<file path="config.mk">
export PLATFORM = sky130hd
export DESIGN_NAME = spi_rx_pingpong_ctrl
export DESIGN_NICKNAME = d
export VERILOG_FILES = /design/src/rtl/spi_rx_pingpong_ctrl.sv
export SDC_FILE = /design/constraint.sdc
export NUM_CORES = 1
export LEC_CHECK = 0
export BUFFER_PORTS_ARGS = -buffer_cell sky130_fd_sc_hd__buf_4
export CAP_MARGIN = 20
export CORE_AREA = 2 2 78 80
export DETAILED_ROUTE_END_ITERATION = 7
export DIE_AREA = 0 0 80 82
export PLACE_DENSITY_LB_ADDON = 0.08
export SLEW_MARGIN = 20
export SYNTH_ARGS = -nofsm -noshare
export SYNTH_HDL_FRONTEND = slang
export SYNTH_SLANG_ARGS = --single-unit
</file>
<file path="constraint.sdc">
create_clock -name Clk -period 2.4 [get_ports Clk]
set_input_delay 0.24 -clock Clk [delete_from_list [all_inputs] [get_ports Clk]]
set_output_delay 0.24 -clock Clk [all_outputs]
set_load 0.01 [all_outputs]
</file>
<file path="src/rtl/spi_rx_pingpong_ctrl.sv">
// Ping-pong sequencer for the 512-byte SPI receive buffer: writes the SPI byte stream
// into the free 256-byte bank and presents filled banks to the reader in order.
module spi_rx_pingpong_ctrl #(
   parameter int BankBytes = 256
) (
   input  logic       Clk,
   input  logic       nReset,
   input  logic       StartFill,
   input  logic [8:0] FillLen,
   output logic       FillAck,
   input  logic       Abort,
   input  logic       RxValid,
   input  logic [7:0] RxData,
   output logic       RxReady,
   output logic       FillBusy,
   output logic       RamWriteEnable,
   output logic [8:0] RamWriteAddr,
   output logic [7:0] RamWriteData,
   output logic       RdValid,
   output logic       RdBank,
   output logic [8:0] RdLen,
   input  logic [6:0] ConsWordAddr,
   output logic [7:0] RamReadAddr,
   input  logic       Release
);

   localparam logic [8:0] LP_BANK_LEN = 9'(BankBytes);

   typedef enum logic [1:0] {ST_IDLE, ST_FILL, ST_COMMIT} state_t;

   state_t          r_state, w_next;
   logic            r_wr_bank, r_rd_bank;
   logic [1:0]      r_full, w_full_nxt;
   logic [1:0][8:0] r_len;
   logic [8:0]      r_count, r_fill_len, w_len_clamp;
   logic            r_we;
   logic [8:0]      r_wa;
   logic [7:0]      r_wd;
   logic            w_start, w_accept, w_last, w_release;

   assign w_len_clamp = (FillLen == 9'd0 || FillLen > LP_BANK_LEN) ? LP_BANK_LEN : FillLen;
   // Full is sampled registered, so a bank released this cycle is fillable next cycle
   assign w_start     = (r_state == ST_IDLE) && StartFill && !r_full[r_wr_bank];
   assign w_accept    = RxValid && (r_state == ST_FILL);
   assign w_last      = w_accept && ((r_count + 9'd1) == r_fill_len);
   assign w_release   = Release && r_full[r_rd_bank];

   always_comb begin
      w_next = r_state;
      case (r_state)
         ST_IDLE:   if (w_start) w_next = ST_FILL;
         ST_FILL: begin
            if (Abort)       w_next = ST_IDLE;
            else if (w_last) w_next = ST_COMMIT;
         end
         ST_COMMIT: w_next = ST_IDLE;
         default:   w_next = ST_IDLE;
      endcase
   end

   // Commit and release always touch different banks, so both apply
   always_comb begin
      w_full_nxt = r_full;
      if (w_release) w_full_nxt[r_rd_bank] = 1'b0;
      if (r_state == ST_COMMIT) w_full_nxt[r_wr_bank] = 1'b1;
   end

   always_ff @(posedge Clk or negedge nReset) begin
      if (!nReset) begin
         r_state    <= ST_IDLE;
         r_wr_bank  <= 1'b0;
         r_rd_bank  <= 1'b0;
         r_full     <= '0;
         r_len      <= '0;
         r_count    <= '0;
         r_fill_len <= '0;
         r_we       <= 1'b0;
         r_wa       <= '0;
         r_wd       <= '0;
      end else begin
         r_state <= w_next;
         r_full  <= w_full_nxt;
         r_we    <= w_accept;
         if (w_start) begin
            r_count    <= '0;
            r_fill_len <= w_len_clamp;
         end else if (w_accept) begin
            r_count <= r_count + 9'd1;
         end
         if (w_accept) begin
            r_wa <= {r_wr_bank, r_count[7:0]};
            r_wd <= RxData;
         end
         if (r_state == ST_COMMIT) begin
            r_len[r_wr_bank] <= r_fill_len;
            r_wr_bank        <= ~r_wr_bank;
         end
         if (w_release) r_rd_bank <= ~r_rd_bank;
      end
   end

   assign FillAck        = w_start;
   assign RxReady        = (r_state == ST_FILL);
   assign FillBusy       = (r_state == ST_FILL);
   assign RamWriteEnable = r_we;
   assign RamWriteAddr   = r_wa;
   assign RamWriteData   = r_wd;
   assign RdValid        = r_full[r_rd_bank];
   assign RdBank         = r_rd_bank;
   assign RdLen          = r_len[r_rd_bank];
   assign RamReadAddr    = {r_rd_bank, ConsWordAddr};

endmodule

</file>
==> summary.md, run 1 <==
| Metric | Value |
|---|---|
| Outcome | `finished with violations` |
| Failing checks | `negative hold slack` |
| Fin crit period | `1.89 ns` |
| Clk buf depth | `2` |
| Critical Path End Type | `output port` |
| R2r startpoint | `r_count[0]` |
| Number of synthesized register bits | `60` |
| Core ar. | `5750 um2` |
| RSZ-0062 raised after global routing | `false` |
| Register area | `1500 um2` |
| # hold bufs at CTS | `0` |
| First-pass detailed-route iteration total | `4` |
| Largest area contributor in the netlist | `dfrtp_1` |
| Unique cell type count in the Yosys netlist | `36` |
| Routed len/inst | `14.5 um` |
| Post-CTS setup buffers | `0` |
| Flop2flop setup slack | `0.55 ns` |
| ANT nets after route | `0` |
| Crit path arrival time | `between 1.5 and 2 ns` |
| Leak | `1.77 nW` |
| First-pass GRT wire length | `9.85 mm` |
| Final setup vio count | `0` |
| Top cell type's share of synthesized area | `0.515` |
| CP Max Fanout | `16` |
| Hold Fails Final Rpt | `18` |
| Vias in the first global route | `2002` |
| Count leader, synth | `nand2_1` |
| Period utilization | `0.789` |
| Critical Path Max Stage Delay | `0.76 ns` |
| Reg clk slew, reported paths | `0.07 ns` |
| Ys async rst share | `1.00` |
| Number of max-cap violations | `0` |
| DRC errors left | `0` |
| Yosys Warn Count | `0` |
| Power Total | `between 2 and 3 mW` |
| Dominant cells by area after synthesis | `dfrtp_1, mux2_2, nand2_1, o21ai_0, xnor2_1` |
| Gr ovfl total | `0` |
| Setup CP Type | `flip-flop to output port` |
| Initial antenna violation count | `0` |
| Clock Skews | `about 0.012 ns` |
| Vias | `2171` |
| Syn Inst Count | `a little under 300` |
| Worst-Skew Late Latency | `0.33 ns` |
| DP Wirelength | `~4.1 mm` |
| Synth Area per Inst | `9.88 um2` |
| Port bufs | `55` |
| Starting Density | `0.507` |
| Post-CTS Resized | `0` |
| Peak supply drop | `about 0.5 mV` |
| Die width | `80 um` |
| Vias per std cell | `5.18` |
| # nets final | `~370` |
| TritonCTS clock tree | `yes` |
| Routed WL | `between 6 and 7 mm` |
| Final setup TNS | `0 ns` |
| Number of diodes | `0` |
| DRT iter0 DRCs | `90` |
| Die area | `~6600 um2` |
| Top_reg_cell synth | `dfrtp_1` |
| Worst r2r path cells | `6` |
| Layout area overhead | `19.7%` |
| Share of cells above drive strength 1 | `0.302` |
| Syn_nets | `327` |
| Worst r2r dst | `r_state[1]` |
| F_max | `roughly 0.53 GHz` |
| IO Pins | `70` |
| Delay-heaviest family, CP | `flip-flops` |
| Most frequent cells after synthesis | `nand2_1, dfrtp_1, mux2_2, o21ai_0, buf_4` |
| Post-synth EDFFs | `0` |
| Clock sinks | `60` |
| Measured slew at the worst slew-check pin | `0.762 ns` |
| Sequential area share after synthesis | `0.515` |
| GPL Wtd Cong | `0.925` |
| Maximum number of pins on one net before global-route repair | `between 60 and 70` |
| Total GRT Usage | `0.200` |
| Synth Cell Area | `a little under 3000 um2` |
| Critical-path top delay cell | `dfrtp_1` |
| Crit path buf inv count | `1` |
| Hold Crit Class | `primary input to asynchronous set/reset pin` |
| Slew headroom | `0.492` |
| Final Max Tran Viols | `0` |
| Die height | `82 um` |
| Area of the multi-input gates | `between 1000 and 1500 um2` |
| Clock buffer count from CTS | `9` |
| FILL cells | `524` |
| Row cnt | `28` |
| Hold slack | `-0.0221 ns` |
| Startpoint class of the critical path | `flip-flop` |
| Post-route core utilization | `0.607` |
| CTS H-tree depth | `3` |
| Root Buffer | `clkbuf_8` |
| Power density cells | `829 nW/um2` |
| Crit path required time | `2.16 ns` |
| Crit-path cells | `mux2_2 > buf_4` |
-- worst register-to-register path, delay by kind of cell (launching register included) --
kind / cells / cell delay, ns
AOI/OAI and AO/OA: 2 / 0.32
adders and majority gates: 1 / 0.35
DFF: 1 / 0.47
and+or+nand+nor: 3 / 0.64
-- cell usage in the layout, fill, tap and decap left out, types with 4 or more instances in the layout --
cell type	instances
nand2_1	71
dfrtp_1	60
buf_4	59
mux2_2	27
o21ai_0	27
clkbuf_8	11
nor2_1	9
xnor2_1	9
a21oi_1	9
nand2b_1	8
nand3_1	5
inv_1	4
nand3b_1	4
xor2_1	4
and3_1	4
-- metal layers --
| metal | track usage | vias up | part of all wire |
|---|---|---|---|
| met2 | 0.292 | 56 | 0.46 |
| met3 | 0.0440 | 10 | 0.051 |
| li1 | - | 1074 | - |
| met5 | 0 | - | 0 |
| met4 | 0.105 | 0 | 0.018 |
| met1 | 0.280 | 1031 | 0.47 |
-- power breakdown --
part | leakage, nW | switching [mW] | total, mW | internal (mW)
clock | 0.0961 | 0.380 | 0.807 | 0.427
sequential | 0.808 | 0.207 | 1.38 | 1.17
combinational | 0.866 | 0.348 | 0.705 | 0.357
-- worst max path at each step --
| stage | cells past startpoint | slack, ns | end | start |
|---|---|---|---|---|
| after detailed placement | 6 | 0.55 | r_state[0] | r_count[0] |
| after floorplan | 8 | 0.64 | r_state[1] | r_count[0] |
| final | 2 | 0.51 | RdLen[4] | RdBank |
| after global placement | 6 | 0.63 | r_state[1] | r_count[0] |
| after CTS | 2 | 0.48 | RdLen[4] | RdBank |
| after global routing | 6 | 0.37 | r_state[1] | r_count[0] |
-- state kept, by name (all words and copies together), names as in the netlist, 2 cells and up --
name	flops
RamWriteAddr	9
RamWriteData	8
r_count	9
r_fill_len	9
r_full	2
r_len	18
r_state	2
-- cells by family (layout without fill, tap and decap cells) --
kind of cell,Yosys count,in the layout,share of synthesized area
buffers and inverters,31,80,0.0554
AND/OR/NAND/NOR,114,114,0.182
AO/OA/AOI/OAI,46,46,0.0889
multiplexers,29,29,0.111
flip-flops,60,60,0.515
adder cells (fa/ha/maj),2,2,0.00859
XOR/XNOR,13,13,0.0391
-- area by class of cell --
class,instances,area share
Timing Repair Buffer,59,0.127
Clock buffer,12,0.0445
Tap cell,75,0.0269
Multi-Input combinational cell,204,0.359
Inverter,5,0.00538
Sequential cell,60,0.431
Clock inverter,4,0.00682
-- metrics by stage --
stage | cells | setup slack (ns) | cell area (um2)
finish | 419 | 0.506 | 3490
global route | 419 | 0.368 | 3490
CTS | 419 | 0.478 | 3490
detailed placement | 403 | 0.548 | 3310
global placement | 403 | 0.627 | 3310
floorplan | 295 | 0.644 | 2910
Power figures use the tool's default switching activity.
==> inputs of run 2 (changes only) <==
clock period = 1.75 ns   (was 2.4 ns; I/O delays follow)
==> run 2 against run 1 <==
The run now ends clean. Sequential cell count is the same. Cell count grew 2.9%. Sequential share of layout area shrank 1.7 points. Worst setup slack lost 0.51 ns. Register-to-register slack lost 0.55 ns.
==> summary.md, run 2 (same netlist as run 1, synthesis figures left out) <==
| Metric | Value |
|---|---|
| Measured slew at the worst slew-check pin | `0.723 ns (was 0.762 ns)` |
| CP Max Fanout | `6 (was 16)` |
| Clk buf depth | `2 (unchanged)` |
| DRC errors left | `0 (unchanged)` |
| First-pass GRT wire length | `9.88 mm (was 9.85 mm)` |
| Critical-path top delay cell | `dfrtp_2 (was dfrtp_1)` |
| FILL cells | `516 (was 524)` |
| Hold Fails Final Rpt | `0 (was 18)` |
| Die area | `6560 um2 (unchanged)` |
| Critical Path End Type | `flip-flop (was output port)` |
| Post-Layout Cell Count | `431 (was 419)` |
| Outcome | `complete, no violations (was finished with violations)` |
| DP Wirelength | `4.22 mm (was 4.10 mm)` |
| ANT nets after route | `0 (unchanged)` |
| Crit path required time | `2.02 ns (was 2.16 ns)` |
| Setup CP Type | `flip-flop to flip-flop (was flip-flop to output port)` |
| Period utilization | `1.00` |
| GPL Wtd Cong | `0.905 (was 0.925)` |
| Hold slack | `0.0236 ns (was -0.0221 ns)` |
| Critical Path Max Stage Delay | `0.45 ns (was 0.76 ns)` |
| DRT iter0 DRCs | `186 (was 90)` |
| Crit-path cells | `ha_4 > xor2_1 > nor3_1 > o21ai_1 > nor4_2 > and3_1 (was mux2_2 > buf_4)` |
| Gr ovfl total | `0 (unchanged)` |
| Clock sinks | `60 (unchanged)` |
| Area of the multi-input gates | `1270 um2 (was 1250 um2)` |
| Die width | `80 um (unchanged)` |
| Leak | `1.84 nW (was 1.77 nW)` |
| IO Pins | `70 (unchanged)` |
| CTS H-tree depth | `3 (unchanged)` |
| Initial antenna violation count | `0 (unchanged)` |
| Most frequent cells in the layout | `nand2_1, buf_4, dfrtp_1, mux2_2, o21ai_0 (was nand2_1, dfrtp_1, buf_4, mux2_2, o21ai_0)` |
| Final Max Tran Viols | `0 (unchanged)` |
| Placed cells | `412 (was 403)` |
| F_max | `0.572 GHz` |
| First-pass detailed-route iteration total | `4 (unchanged)` |
| Root Buffer | `clkbuf_8 (unchanged)` |
| Peak supply drop | `0.709 mV (was 0.504 mV)` |
| Reg clk slew, reported paths | `0.07 ns (about the same)` |
| TritonCTS clock tree | `yes (unchanged)` |
| Startpoint class of the critical path | `flip-flop (unchanged)` |
| Layout area overhead | `25.2% (was 19.7%)` |
| Largest register by flop count | `r_len (unchanged)` |
| Hold Crit Class | `primary input to flip-flop (was primary input to asynchronous set/reset pin)` |
| Port bufs | `55 (unchanged)` |
| Largest register FFs | `18 (unchanged)` |
| Clock Skews | `0.00989 ns (was 0.0121 ns)` |
| Total GRT Usage | `0.202 (was 0.200)` |
| Power density cells | `1200 nW/um2 (was 829 nW/um2)` |
| Number of diodes | `0 (unchanged)` |
| Row cnt | `28 (unchanged)` |
| Maximum number of pins on one net before global-route repair | `61 (unchanged)` |
| Slew headroom | `0.518 (was 0.492)` |
| Fin crit period | `1.75 ns` |
| Crit path buf inv count | `0 (was 1)` |
| Clock buffer count from CTS | `9 (unchanged)` |
| Vias in the first global route | `2034 (was 2002)` |
| Final setup vio count | `0 (unchanged)` |
| Worst-Skew Late Latency | `0.34 ns (was 0.33 ns)` |
| # nets final | `384 (was 371)` |
| Crit path arrival time | `2.02 ns (was 1.65 ns)` |
| Core ar. | `5750 um2 (unchanged)` |
| Register area | `1510 um2 (was 1500 um2)` |
| Share of cells above drive strength 1 | `0.343 (was 0.302)` |
| Routed len/inst | `14.5 um (about the same)` |
| Delay-heaviest family, CP | `simple AND/OR/NAND/NOR gates (was flip-flops)` |
| Starting Density | `0.507 (unchanged)` |
| Vias | `2242 (was 2171)` |
| Die height | `82 um (unchanged)` |
| Routed WL | `6.25 mm (was 6.09 mm)` |
| Vias per std cell | `5.20 (was 5.18)` |
| Number of max-cap violations | `0 (unchanged)` |
run 2: cell count changes in the layout (fill, tap and decap cells not counted), sizes merged:
cell	before	now
clkinv	4	2
dlygate4sd3	0	1
clkbuf	12	11
bufinv	0	2
buf	59	71
run 2: layout make-up:
type,count,area share
clock buffer,11,0.0388
clock inverter,4,0.0202
inverter,5,0.00515
multi-input combinational,204,0.348
sequential,60,0.413
tap,75,0.0257
timing repair buffer,72,0.149
run 2: timing repair:
item	in CTS	in global routing
hold endpoints to repair	60	0
endpoints found under the setup margin	3	2
gates resized for setup	2	6
buffers inserted	0	3
pin swaps	0	3
hold buffers	1	0
run 2: through the flow:
step                total power, mW  setup slack [ns]  instance area, um2   util  TNS [ns]
floorplan                      2.46            0.0350                2910      -         0
global placement               2.92            0.0695                3380  0.588         0
detailed placement             2.94          -0.00332                3380  0.588  -0.00332
CTS                            4.33            0.0327                3600  0.627         0
global route                   4.62           -0.0310                3650  0.635   -0.0469
finish                         4.37          0.000799                3650  0.635         0
run 2: report_power, final:
group          switching, mW  internal (mW)  total [mW]
Clock                  0.542          0.833        1.38
Sequential             0.214           1.61        1.82
Combinational          0.584          0.586        1.17
Total                   1.34           3.03        4.37
run 2: final timing paths:
check / cells after the start / from / slack [ns] / end
worst max-delay path: 6 / r_count[1] / 0.0008 / r_state[1]
worst min-delay path: 3 / RxData[6] / 0.02 / RamWriteData[6]
worst max register to register: 6 / r_count[1] / 0.0008 / r_state[1]
worst min register to register: 2 / RamWriteAddr[7] / 0.47 / RamWriteAddr[7]
max in group asynchronous: 2 / nReset / 0.79 / r_count[1]
min in group asynchronous: 2 / nReset / 0.45 / r_count[5]
run 2: worst register-to-register path, cell delays in order, from the launching register on:
cell     delay (ns)
dfrtp_2        0.45
ha_4           0.23
xor2_1         0.15
nor3_1         0.17
o21ai_1        0.14
nor4_2         0.34
and3_1         0.21
run 2: routing by layer:
metal | routed length (um) | global-route usage | vias to the layer above
met5 | 0 | 0 | -
met4 | 131 | 0.115 | 0
met3 | 284 | 0.0451 | 12
met2 | 2850 | 0.300 | 56
met1 | 2980 | 0.272 | 1070
li1 | - | - | 1104
